### config.mk
export PLATFORM = sky130hd
export DESIGN_NAME = fp_mult_norm_round
export DESIGN_NICKNAME = d
export VERILOG_FILES = /design/src/rtl/fp_mult_pkg.sv /design/src/rtl/fp_mult_norm_round_rne.sv /design/src/rtl/fp_mult_norm_round.sv
export SDC_FILE = /design/constraint.sdc
export NUM_CORES = 1
export LEC_CHECK = 0
export ABC_AREA = 1
export CORE_UTILIZATION = 25
export CTS_CLUSTER_DIAMETER = 30
export CTS_CLUSTER_SIZE = 10
export DETAILED_ROUTE_END_ITERATION = 12
export HOLD_SLACK_MARGIN = 0.02
export PLACE_DENSITY_LB_ADDON = 0.1
export SLEW_MARGIN = 20
export SYNTH_ARGS = -nofsm -noshare
export SYNTH_HDL_FRONTEND = slang
export SYNTH_SLANG_ARGS = --single-unit
### constraint.sdc
create_clock -name clk -period 3.2 [get_ports clk]
set_input_delay 0.96 -clock clk [delete_from_list [all_inputs] [get_ports clk]]
set_output_delay 0.96 -clock clk [all_outputs]
set_load 0.01 [all_outputs]
### src/rtl/fp_mult_pkg.sv
// Shared definitions for the fp_multiplier normalize/round back end.
// Holds operand class encodings, the canonical quiet NaN, the largest
// biased exponent, flag bit positions and the stage-1 register layout.
// Optional feature macro used by the importing files: FP_MULT_SUBNORM_EN.
package fp_mult_pkg;

    // Operand class carried alongside the raw product.
    localparam logic [1:0] CLS_NORM = 2'b00;
    localparam logic [1:0] CLS_ZERO = 2'b01;
    localparam logic [1:0] CLS_INF  = 2'b10;
    localparam logic [1:0] CLS_INV  = 2'b11;

    localparam logic [31:0]        QNAN    = 32'h7FC0_0000;
    localparam logic signed [10:0] EXP_MAX = 11'sd255;

    // Bit positions inside out_flags = {invalid, overflow, underflow, inexact}.
    localparam int FLG_INV = 3;
    localparam int FLG_OVF = 2;
    localparam int FLG_UDF = 1;
    localparam int FLG_INX = 0;

    // Normalized (and, with gradual underflow, denormalized) beat between stages.
    typedef struct packed {
        logic               sign;
        logic [1:0]         cls;
        logic signed [9:0]  exp;
        logic [22:0]        frac;
        logic               guard;
        logic               sticky;
    } s1_t;

endpackage

### src/rtl/fp_mult_norm_round_rne.sv
// fp_rne_round: combinational round-to-nearest-even of a 23-bit fraction.
// Ports:
//   frac     in  23  truncated fraction
//   guard    in  1   first bit below the fraction LSB
//   sticky   in  1   OR of every bit below guard
//   frac_rnd out 23  rounded fraction (wraps to 0 on carry)
//   carry    out 1   carry out of the fraction MSB
// Not affected by FP_MULT_SUBNORM_EN.
module fp_rne_round (
    input  logic [22:0] frac,
    input  logic        guard,
    input  logic        sticky,
    output logic [22:0] frac_rnd,
    output logic        carry
);
    import fp_mult_pkg::*;

    logic        inc_s;
    logic [23:0] sum_s;

    // Ties go to the even fraction: round up only above half, or at half with odd LSB.
    assign inc_s    = guard & (sticky | frac[0]);
    assign sum_s    = {1'b0, frac} + {23'd0, inc_s};
    assign frac_rnd = sum_s[22:0];
    assign carry    = sum_s[23];

endmodule

### src/rtl/fp_mult_norm_round.sv
// fp_mult_norm_round: two-stage valid/ready back end of fp_multiplier.
// Stage 1 normalizes the 48-bit significand product; stage 2 rounds to
// nearest-even and resolves overflow, underflow and special classes into an
// IEEE-754 single-precision word.
// Ports:
//   clk, rst            clock, synchronous active-high reset
//   in_valid/in_ready   input handshake
//   in_sign, in_exp     result sign, signed pre-normalization biased exponent
//   in_mant, in_class   raw 1.m x 1.m product, operand class
//   out_valid/out_ready output handshake
//   out_result          packed single-precision result
//   out_flags           {invalid, overflow, underflow, inexact}
// Macro FP_MULT_SUBNORM_EN: gradual underflow instead of flush-to-zero.
module fp_mult_norm_round #(
    parameter int          LAT_STAGES = 2,
    parameter logic [31:0] QNAN       = 32'h7FC0_0000
) (
    input  logic        clk,
    input  logic        rst,
    input  logic        in_valid,
    output logic        in_ready,
    input  logic        in_sign,
    input  logic [9:0]  in_exp,
    input  logic [47:0] in_mant,
    input  logic [1:0]  in_class,
    output logic        out_valid,
    input  logic        out_ready,
    output logic [31:0] out_result,
    output logic [3:0]  out_flags
);
    import fp_mult_pkg::*;

    generate
        if (LAT_STAGES != 2) begin : g_lat_check
            $error("fp_mult_norm_round: LAT_STAGES must be 2");
        end
    endgenerate

    logic               s1_v_r;
    logic               s2_v_r;
    s1_t                s1_r;
    s1_t                s1_nxt_s;
    logic [31:0]        out_result_r;
    logic [3:0]         out_flags_r;
    logic               s1_load_s;
    logic               s2_load_s;
    logic signed [9:0]  norm_exp_s;
    logic [22:0]        norm_frac_s;
    logic               norm_guard_s;
    logic               norm_sticky_s;
    logic [22:0]        frac_rnd_s;
    logic               carry_s;
    logic signed [10:0] exp_rnd_s;
    logic [31:0]        res_s;
    logic [3:0]         flg_s;
`ifdef FP_MULT_SUBNORM_EN
    logic [4:0]         den_sh_s;
    logic [49:0]        den_ext_s;
`endif

    // s2 drains whenever it is empty or its result is being taken; s1 refills behind it.
    assign s2_load_s  = ~s2_v_r | out_ready;
    assign s1_load_s  = ~s1_v_r | s2_load_s;
    assign in_ready   = s1_load_s;
    assign out_valid  = s2_v_r;
    assign out_result = out_result_r;
    assign out_flags  = out_flags_r;

    // Stage 1: align the product so the hidden one sits just above the fraction.
    always_comb begin
        norm_exp_s    = $signed(in_exp);
        norm_frac_s   = in_mant[45:23];
        norm_guard_s  = in_mant[22];
        norm_sticky_s = |in_mant[21:0];
        if (in_mant[47]) begin
            norm_exp_s    = $signed(in_exp) + 10'sd1;
            norm_frac_s   = in_mant[46:24];
            norm_guard_s  = in_mant[23];
            norm_sticky_s = |in_mant[22:0];
        end else begin
            norm_exp_s    = $signed(in_exp);
        end
    end

    // Stage 1: assemble the register image, denormalizing tiny results when enabled.
    always_comb begin
        s1_nxt_s        = '0;
        s1_nxt_s.sign   = in_sign;
        s1_nxt_s.cls    = in_class;
        s1_nxt_s.exp    = norm_exp_s;
        s1_nxt_s.frac   = norm_frac_s;
        s1_nxt_s.guard  = norm_guard_s;
        s1_nxt_s.sticky = norm_sticky_s;
`ifdef FP_MULT_SUBNORM_EN
        den_sh_s  = 5'd0;
        den_ext_s = 50'd0;
        if (norm_exp_s <= 10'sd0) begin
            // Shift amount is 1-exp; anything past 25 leaves only sticky bits.
            if (norm_exp_s < -10'sd23) begin
                den_sh_s = 5'd25;
            end else begin
                den_sh_s = 5'(10'sd1 - norm_exp_s);
            end
            den_ext_s       = {1'b1, norm_frac_s, norm_guard_s, 25'd0} >> den_sh_s;
            s1_nxt_s.exp    = 10'sd0;
            s1_nxt_s.frac   = den_ext_s[48:26];
            s1_nxt_s.guard  = den_ext_s[25];
            s1_nxt_s.sticky = norm_sticky_s | (|den_ext_s[24:0]);
        end else begin
            den_sh_s = 5'd0;
        end
`endif
    end

    fp_rne_round u_rne (
        .frac     (s1_r.frac),
        .guard    (s1_r.guard),
        .sticky   (s1_r.sticky),
        .frac_rnd (frac_rnd_s),
        .carry    (carry_s)
    );

    assign exp_rnd_s = $signed({s1_r.exp[9], s1_r.exp}) + $signed({10'd0, carry_s});

    // Stage 2: specials bypass rounding; normals round, then check range.
    always_comb begin
        res_s = 32'd0;
        flg_s = 4'd0;
        case (s1_r.cls)
            CLS_ZERO: res_s = {s1_r.sign, 31'd0};
            CLS_INF:  res_s = {s1_r.sign, 8'hFF, 23'd0};
            CLS_INV: begin
                res_s          = QNAN;
                flg_s[FLG_INV] = 1'b1;
            end
            default: begin
`ifdef FP_MULT_SUBNORM_EN
                if (s1_r.exp == 10'sd0) begin
                    // Subnormal field; a carry into bit 23 becomes exponent 1.
                    res_s          = {s1_r.sign, 7'd0, carry_s, frac_rnd_s};
                    flg_s[FLG_INX] = s1_r.guard | s1_r.sticky;
                    flg_s[FLG_UDF] = s1_r.guard | s1_r.sticky;
                end else if (exp_rnd_s >= EXP_MAX) begin
`else
                if ($signed(s1_r.exp) <= 10'sd0) begin
                    res_s          = {s1_r.sign, 31'd0};
                    flg_s[FLG_UDF] = 1'b1;
                    flg_s[FLG_INX] = 1'b1;
                end else if (exp_rnd_s >= EXP_MAX) begin
`endif
                    res_s          = {s1_r.sign, 8'hFF, 23'd0};
                    flg_s[FLG_OVF] = 1'b1;
                    flg_s[FLG_INX] = 1'b1;
                end else begin
                    res_s          = {s1_r.sign, exp_rnd_s[7:0], frac_rnd_s};
                    flg_s[FLG_INX] = s1_r.guard | s1_r.sticky;
                end
            end
        endcase
    end

    // Pipeline valid bits, stage-1 register and registered outputs.
    always_ff @(posedge clk) begin
        if (rst) begin
            s1_v_r       <= 1'b0;
            s2_v_r       <= 1'b0;
            s1_r         <= '0;
            out_result_r <= 32'd0;
            out_flags_r  <= 4'd0;
        end else begin
            if (s1_load_s) begin
                s1_v_r <= in_valid;
                if (in_valid) begin
                    s1_r <= s1_nxt_s;
                end
            end
            if (s2_load_s) begin
                s2_v_r <= s1_v_r;
                if (s1_v_r) begin
                    out_result_r <= res_s;
                    out_flags_r  <= flg_s;
                end
            end
        end
    end

endmodule

==> results.json, run 1 <==
{
  "place_congestion": 0.878,
  "netlist-cell-type-count": 36,
  "rows": 46,
  "period_share_pct": 95.7,
  "grt_setup_unrepaired": "true",
  "ys_top_cells_by_count": "nand2_1, dfxtp_1, inv_1, nor2_1, a21oi_1",
  "drtIter0Drc": 239,
  "synth_fp_nets": 708,
  "cts_buffer_depth": 2,
  "vias_per_cell": 4.61,
  "synth_edf_count": 0,
  "cts_tree": "yes",
  "fin_setup_tns_ps": 0,
  "dp_cells": 950,
  "fin_worst_skew_ps": 5.47,
  "htreeDepth": 3,
  "ys.flop_type": "dfxtp_1",
  "cts_sinks": 76,
  "fill_cells": 1788,
  "critical_path_arrival_ps": 2100,
  "die_area_um2": 17200,
  "initial_core_util_pct": 25.9,
  "maxCapViolations": 0,
  "cp-end-kind": "output pin",
  "hold_buffers": 0,
  "antenna_left": 0,
  "powerDensity_nw_per_um2": 430,
  "status": "finished, final reports clean",
  "p_leak_uw": 0.00230,
  "syn_avg_cell_area_um2": 6.55,
  "clk_pin_slew_ps": 60,
  "crit_buf_inv": 3,
  "cpMostUsedCell": "clkdlybuf4s50_1",
  "synth_top_area_share_pct": 36.4,
  "fmax_mhz": 327,
  "grt_pass1_wl_mm": 22.1,
  "drc": 0,
  "grt_start_max_net_pins": 50,
  "tightest_slew_ps": 467,
  "cts_buffers": 9,
  "drtPass1Iterations": 4,
  "ys_seq_elements": 76,
  "cpMaxStageDelayCell": "clkdlybuf4s50_1",
  "min_path_type": "reg -> reg",
  "routedWlPerCell_um": 14.3,
  "max_stage_delay_ps": 540,
  "syn_inst": 638,
  "hold_viol_final": 0,
  "antenna_cells": 0,
  "post-cts-setup-buffer-count": 0,
  "p_total_uw": 2540,
  "yosysWarnings": 0,
  "stdcell_count": 968,
  "synthToLayoutAreaGrowth_pct": 41.0,
  "finalSetupViolCount": 0,
  "finalWirelength_mm": 13.8,
  "die_h_um": 131,
  "nets": 817,
  "worstPathCellList": "clkdlybuf4s50_1, inv_1, nand3_1, clkdlybuf4s50_1",
  "finalWorstPathRequiredPeriod_ps": 3060,
  "grt_pass1_vias": 4171,
  "grt_use_total_pct": 16.0,
  "ios": 103,
  "crit_family": "buffers and inverters",
  "seq_area_frac_synth_pct": 36.4,
  "cts-root-buf": "clkbuf_16",
  "slew_violations": 0,
  "drive_gt1_share_pct": 7.58,
  "vias": 4462,
  "synth_top_area_cell": "dfxtp_1",
  "slew-limit-headroom_pct": 68.7,
  "antenna_found_initial": 0,
  "crit_fanout": 2,
  "hpwlAfterDp_mm": 10.6,
  "yosysMostFrequentCell": "nand2_1",
  "grt_overflow": 0,
  "ir_drop_uv": 251,
  "clkLatencyLatePin_ps": 340,
  "syn_area_um2": 4180,
  "start_kind": "primary input",
  "core_um2": 16100,
  "die_w_um": 131,
  "synthTopCellsByArea": "dfxtp_1, nand2_1, a21oi_1",
  "port_buffers": 102,
  "path_class": "in -> out",
  "ys_async_sr_fraction_pct": 0,
  "crit_required_ps": 2240
}
[cell type report]
cell class              instances  area, um^2  share of cell area [%]
multi-input cells             479        2390                    40.5
flip-flops and latches         76        1520                    25.8
repair buffers                124        1200                    20.3
well taps                     216         270                    4.58
clock buffers                  10         239                    4.05
inverters                      57         214                    3.63
clock inverters                 6        63.8                    1.08
[repair_timing]
| item | CTS | global route |
|---|---|---|
| endpoints found under the setup margin | 0 | 33 |
| hold endpoints to repair | 0 | 0 |
| resized for setup | 0 | 9 |
[routing by layer]
| layer | GRT usage, % | wire (um) |
|---|---|---|
| met1 | 22.4 | 7000 |
| met5 | 0 | 0 |
| met4 | 3.88 | 141 |
| met3 | 4.48 | 754 |
| met2 | 24.0 | 5940 |
[per-stage QoR]
stage | setup slack (ps) | util (%) | cell area [um^2] | hold slack (ps)
2_1_floorplan | 509 | - | 4180 | 442
3_3_place_gp | 165 | 34.3 | 5530 | 459
3_5_place_dp | 124 | 34.3 | 5530 | 462
4_1_cts | 125 | 36.2 | 5830 | 471
5_1_grt | -38.1 | 36.6 | 5900 | 487
6_report | 139 | 36.6 | 5900 | 466
[worst paths after layout]
kind / slack (ps) / cells after the start / from / endpoint
worst max-delay path: 140 / 4 / out_ready / in_ready
worst min-delay path: 470 / 2 / out_result[21] / out_result[21]
worst max register to register: 300 / 18 / s1_r[0] / out_result[14]
worst min register to register: 470 / 2 / out_result[21] / out_result[21]
[logic make-up after synthesis]
group | Yosys count | synth area share (%)
AOI/OAI and AO/OA | 132 | 17.5
xor gates and xnor gates | 16 | 3.35
DFF | 76 | 36.4
and+or+nand+nor | 324 | 33.2
buffers and inverters | 85 | 8.05
adders and majority gates | 5 | 1.50
[placed cells by master (no fill, tap or decap), drive strengths merged]
cell           instances
clkinvlp               2
clkdlybuf4s50        102
nand4                 10
clkinv                 3
inv                   57
nand2                197
o21bai                 2
o211ai                 4
o21a                   1
a41oi                  1
o21ai                 48
and2                   1
a21oi                 45
buf                   22
or2                    1
nor2                  53
bufinv                 1
dfxtp                 76
nand3b                 7
nand3                 40
xor2                  12
o221ai                 1
a31oi                 27
a211oi                 3
xnor2                  4
nor3                  11
and3                   1
ha                     5
nor4                   5
clkbuf                10
[power by group]
part / total [uW] / internal, uW / leakage (uW) / switching (uW)
sequential: 1060 / 1000 / 0.000625 / 59.2
combinational: 436 / 202 / 0.00154 / 234
clock: 1040 / 623 / 0.000144 / 413
[flip-flops by register name, indices dropped and copies added, names as in the netlist]
signal      flops
out_valid       1
out_flags       4
s1_v_r          1
s1_r           38
out_result     32
[worst register-to-register path: cells and delay by family, from the launching register on]
kind / cells / cell delay (ps)
adder cells (fa/ha/maj): 2 / 340
AO/OA/AOI/OAI: 3 / 420
buffers and inverters: 1 / 80
AND/OR/NAND/NOR: 12 / 1600
flip-flops: 1 / 360
No activity file was read; power rests on OpenSTA's default activity.
==> run 2, diff against run 1 <==
--- a/config.mk
+++ b/config.mk
@@ -11,7 +11,7 @@
 export CTS_CLUSTER_SIZE = 10
 export DETAILED_ROUTE_END_ITERATION = 12
 export HOLD_SLACK_MARGIN = 0.02
-export PLACE_DENSITY_LB_ADDON = 0.1
+export PLACE_DENSITY = 0.45
 export SLEW_MARGIN = 20
 export SYNTH_ARGS = -nofsm -noshare
 export SYNTH_HDL_FRONTEND = slang
==> run 2 against run 1 <==
Compared with the run above: setup slack got worse by 7.4 ps; worst hold slack worse by 5.3 ps; first-iteration DRC count increased by 20%.
==> results.json, run 2 (synthesis gave the netlist of run 1 again) <==
{
  "status": "finished, final reports clean",
  "ios": 103,
  "post-cts-setup-buffer-count": 0,
  "finalWorstPathRequiredPeriod_ps": 3070,
  "power.share.switching_pct": 25.0,
  "period_share_pct": 95.9,
  "drtPass1Iterations": 5,
  "grt_setup_unrepaired": "false",
  "antenna_left": 0,
  "initial_core_util_pct": 25.9,
  "htreeDepth": 3,
  "finalWirelength_mm": 13.9,
  "fin_setup_tns_ps": 0,
  "largest_reg_flops": 38,
  "r2r-end": "out_result[16]",
  "place_area_um2": 5530,
  "rrSetupSlack_ps": 310,
  "cts_tree": "yes",
  "worstPathCellList": "clkdlybuf4s50_1, inv_1, nand3_1, clkdlybuf4s50_1",
  "grt_start_max_net_pins": 49,
  "crit_required_ps": 2240,
  "regMostFlops": "s1_r",
  "finalInstanceArea_um2": 5950,
  "final_common_cell": "nand2_1",
  "rr_startpoint": "s1_r[2]",
  "p_comb_share_pct": 16.0,
  "final_cell_mix": "nand2_1, clkdlybuf4s50_1, dfxtp_1",
  "crit_buf_inv": 3,
  "clock_power_share_pct": 45.0,
  "clkLatencyLatePin_ps": 340,
  "maxCapViolations": 0,
  "max_stage_delay_ps": 550,
  "timing.final.ws_setup_ps": 132,
  "port_buffers": 102,
  "critical_path_arrival_ps": 2110,
  "start_kind": "primary input",
  "core_um2": 16100,
  "path_class": "in -> out",
  "min_path_type": "reg -> reg",
  "nets": 818,
  "rows": 46,
  "place_congestion": 0.868,
  "slew_violations": 0,
  "p_switching_uw": 682,
  "cts_buffer_depth": 2,
  "p_int_uw": 2040,
  "crit_family": "buffers and inverters",
  "cp-end-kind": "output pin",
  "cts-root-buf": "clkbuf_16",
  "grt_use_total_pct": 16.5,
  "drc": 0,
  "antenna_found_initial": 0,
  "pre_cts_slack_ps": 132,
  "die_h_um": 131,
  "drtIter0Drc": 286,
  "crit_end": "in_ready",
  "synthToLayoutAreaGrowth_pct": 42.3,
  "p_leak_uw": 0.00235,
  "grt_pass1_wl_mm": 22.8,
  "vias_per_cell": 4.70,
  "fin_worst_skew_ps": 5.26,
  "crit_path_start": "out_ready",
  "clk_pin_slew_ps": 60,
  "p_seq_share_pct": 39.0,
  "cpMaxStageDelayCell": "clkdlybuf4s50_1",
  "cts_buffers": 9,
  "powerDensity_nw_per_um2": 458,
  "reg2regPathDepth": 19,
  "drive_gt1_share_pct": 7.85,
  "antenna_cells": 0,
  "tightest_slew_ps": 477,
  "slew-limit-headroom_pct": 68.1,
  "cpMostUsedCell": "clkdlybuf4s50_1",
  "fmax_mhz": 326,
  "ir_drop_uv": 248,
  "grt_overflow": 0,
  "cts_sinks": 76,
  "die_w_um": 131,
  "hold_viol_final": 0,
  "crit_fanout": 3,
  "hold_slack_ps": 460,
  "routedWlPerCell_um": 14.3,
  "crit_cells": 4,
  "p_total_uw": 2720,
  "vias": 4545,
  "finalSetupViolCount": 0,
  "hp-start": "out_result[31]",
  "die_area_um2": 17200,
  "grt_pass1_vias": 4302,
  "hpwlAfterDp_mm": 10.8
}
[run 2: how the worst min path moves through the flow]
stage / endpoint / slack (ps) / depth (start not counted)
after floorplan: out_result[31] / 440 / 2
after global placement: out_result[31] / 450 / 2
after detailed placement: out_result[31] / 460 / 2
after CTS: out_result[31] / 460 / 2
after global routing: out_result[19] / 480 / 2
final: out_result[31] / 460 / 2
[run 2: power groups by stage]
stage | combinational [uW] | sequential [uW] | clock (uW)
after floorplan | 213 | 1070 | 0
after global placement | 426 | 1080 | 0
after detailed placement | 425 | 1080 | 0
after CTS | 427 | 1060 | 1260
after global routing | 487 | 1070 | 1300
final | 435 | 1060 | 1230
[run 2: worst reg2reg max path, cell delays in order, from the launching register on]
cell	delay, ps
dfxtp_1	350
o21a_1	120
ha_1	170
nand3_2	120
nor3_4	190
nand2_1	90
nor4_1	170
nand4_1	130
nor2_2	150
ha_1	180
buf_4	110
nand2_1	70
o21ai_2	150
nand2_1	70
nor2_1	100
nand3_1	110
nand2_4	160
nand2_4	130
nand2_1	110
a21oi_1	60
[run 2: area by class of cell]
class	count	area [um^2]
clock inverters	5	125
inverters	57	214
repair buffers	126	1200
fillers	1790	10200
well taps	216	270
clock buffers	10	229
multi-input cells	478	2390
flip-flops and latches	76	1520
[run 2: per-stage QoR]
| stage | std cells | utilization, % |
|---|---|---|
| 2_1_floorplan | 638 | - |
| 3_3_place_gp | 952 | 34.3 |
| 3_5_place_dp | 952 | 34.3 |
| 4_1_cts | 967 | 36.5 |
| 5_1_grt | 968 | 36.9 |
| 6_report | 968 | 36.9 |
[run 2: timing repair]
| item | CTS | global route |
|---|---|---|
| setup endpoints to repair | 0 | 33 |
| hold buffers | 0 | 0 |
| resized for setup | 0 | 13 |
[run 2: per-layer routing]
layer | part of all wire, % | wire [um] | track usage, % | vias to the layer above
met2 | 42 | 5810 | 24.2 | 132
met4 | 1.8 | 251 | 6.91 | 0
met5 | 0 | 0 | 0 | -
met3 | 4.8 | 663 | 2.93 | 16
met1 | 51 | 7130 | 23.5 | 2057
li1 | - | - | - | 2340
==> run 3, diff against run 2 <==
--- a/config.mk
+++ b/config.mk
@@ -6,12 +6,12 @@
 export NUM_CORES = 1
 export LEC_CHECK = 0
 export ABC_AREA = 1
-export CORE_UTILIZATION = 25
+export CORE_UTILIZATION = 50
 export CTS_CLUSTER_DIAMETER = 30
 export CTS_CLUSTER_SIZE = 10
 export DETAILED_ROUTE_END_ITERATION = 12
 export HOLD_SLACK_MARGIN = 0.02
-export PLACE_DENSITY = 0.45
+export PLACE_DENSITY = 0.8
 export SLEW_MARGIN = 20
 export SYNTH_ARGS = -nofsm -noshare
 export SYNTH_HDL_FRONTEND = slang
==> run 3 against run 2 <==
Compared with the run above: sequential power about the same; utilization increased by 33 points; worst hold slack improved by 5.0 ps; clock skew increased by 11 ps; largest power group is now sequential cells.
==> results.json, run 3 (synthesis gave the netlist of run 1 again) <==
{
  "status": "finished, final reports clean",
  "antenna_found_initial": 0,
  "hpwlAfterDp_mm": 8.91,
  "p_comb_share_pct": 18.8,
  "initial_core_util_pct": 53.0,
  "grt_start_max_net_pins": 49,
  "whs_path_depth": 2,
  "place_area_um2": 5330,
  "clock_power_share_pct": 33.0,
  "die_area_um2": 8730,
  "antenna_left": 0,
  "antenna_cells": 0,
  "cts_tree": "yes",
  "power.share.switching_pct": 29.3,
  "hold_end": "out_result[31]",
  "finalInstanceArea_um2": 5550,
  "min_path_type": "reg -> reg",
  "vias": 4562,
  "vias_per_cell": 5.40,
  "final_cell_mix": "nand2_1, clkdlybuf4s50_1, dfxtp_1",
  "synthToLayoutAreaGrowth_pct": 32.7,
  "die_w_um": 93.4,
  "fin_setup_tns_ps": 0,
  "grt_use_total_pct": 28.3,
  "drc": 0,
  "finalWirelength_mm": 11.7,
  "place_congestion": 0.965,
  "reg2regPathDepth": 19,
  "hold_viol_final": 0,
  "clk_pin_slew_ps": 90,
  "final_core_util_pct": 70.3,
  "grt_pass1_vias": 4188,
  "p_switching_uw": 644,
  "tightest_slew_ps": 451,
  "start_kind": "primary input",
  "drtIter0Drc": 292,
  "regMostFlops": "s1_r",
  "hold_buffers": 0,
  "drtPass1Iterations": 5,
  "hold_slack_ps": 465,
  "largest_reg_flops": 38,
  "fmax_mhz": 327,
  "p_leak_uw": 0.00220,
  "crit_fanout": 2,
  "cts-root-buf": "clkbuf_8",
  "grt_pass1_wl_mm": 19.6,
  "ios": 103,
  "slew_violations": 0,
  "grt_setup_unrepaired": "false",
  "p_seq_share_pct": 48.1,
  "path_class": "in -> out",
  "clkLatencyLatePin_ps": 350,
  "post-cts-setup-buffer-count": 0,
  "powerDensity_nw_per_um2": 397,
  "maxCapViolations": 0,
  "drive_gt1_share_pct": 5.79,
  "port_buffers": 102,
  "crit_required_ps": 2240,
  "rows": 32,
  "rrSetupSlack_ps": 300,
  "cts_sinks": 76,
  "slew-limit-headroom_pct": 69.8,
  "critical_path_arrival_ps": 2100,
  "p_int_uw": 1560,
  "ir_drop_uv": 218,
  "cp-end-kind": "output pin",
  "nets": 808,
  "maxUsedRoutingLayer": "met4",
  "core_um2": 7890,
  "cts_buffer_depth": 2,
  "finalSetupViolCount": 0,
  "rr_startpoint": "s1_r[1]",
  "met1_length_mm": 5.61,
  "period_share_pct": 95.5,
  "htreeDepth": 3,
  "cts_buffers": 9,
  "met2WireLength_mm": 5.23,
  "wl_met3_um": 738,
  "finalWorstPathRequiredPeriod_ps": 3060,
  "grt_overflow": 0,
  "hp-start": "out_result[31]",
  "die_h_um": 93.4,
  "fin_worst_skew_ps": 16.0,
  "fill_cells": 681,
  "ctsResizeCount": 0,
  "p_total_uw": 2200,
  "r2r-end": "out_result[10]",
  "final_common_cell": "nand2_1",
  "routedWlPerCell_um": 13.9
}
[run 3: area by class of cell]
class                   count  area (um^2)  area share [%]
repair buffers            117         1150            20.7
clock buffers              10          128            2.30
multi-input cells         477         2350            42.3
inverters                  57          214            3.86
well taps                 102          128            2.30
clock inverters             6         65.1            1.17
flip-flops and latches     76         1520            27.4
[run 3: worst max-delay path by stage]
stage	startpoint	to	slack, ps	depth (start not counted)
CTS	out_ready	in_ready	140	4
finish	out_ready	in_ready	140	4
detailed placement	out_ready	in_ready	140	4
floorplan	s1_r[0]	out_result[12]	510	20
global placement	out_ready	in_ready	170	4
global route	s1_r[0]	out_result[14]	20	19
[run 3: stage by stage]
stage / std cells / setup slack [ps]
final: 845 / 143
after detailed placement: 829 / 143
after global routing: 845 / 18.9
after CTS: 845 / 142
after floorplan: 638 / 509
after global placement: 829 / 173
[run 3: metal layers]
| layer | vias to the layer above | GRT usage (%) |
|---|---|---|
| met2 | 180 | 44.1 |
| met5 | - | 0 |
| met4 | 0 | 9.10 |
| met1 | 2043 | 40.0 |
| li1 | 2322 | - |
| met3 | 17 | 4.15 |
[run 3: critical path, stage by stage]
cell	delay (ps)
clkdlybuf4s50_1	450
inv_1	50
nand3_1	90
clkdlybuf4s50_1	550
[run 3: power by group through the flow]
stage	sequential, uW	clock [uW]	combinational (uW)
after floorplan	1070	0	213
after global placement	1080	0	401
after detailed placement	1080	0	407
after CTS	1060	738	409
after global routing	1070	775	463
final	1060	728	415
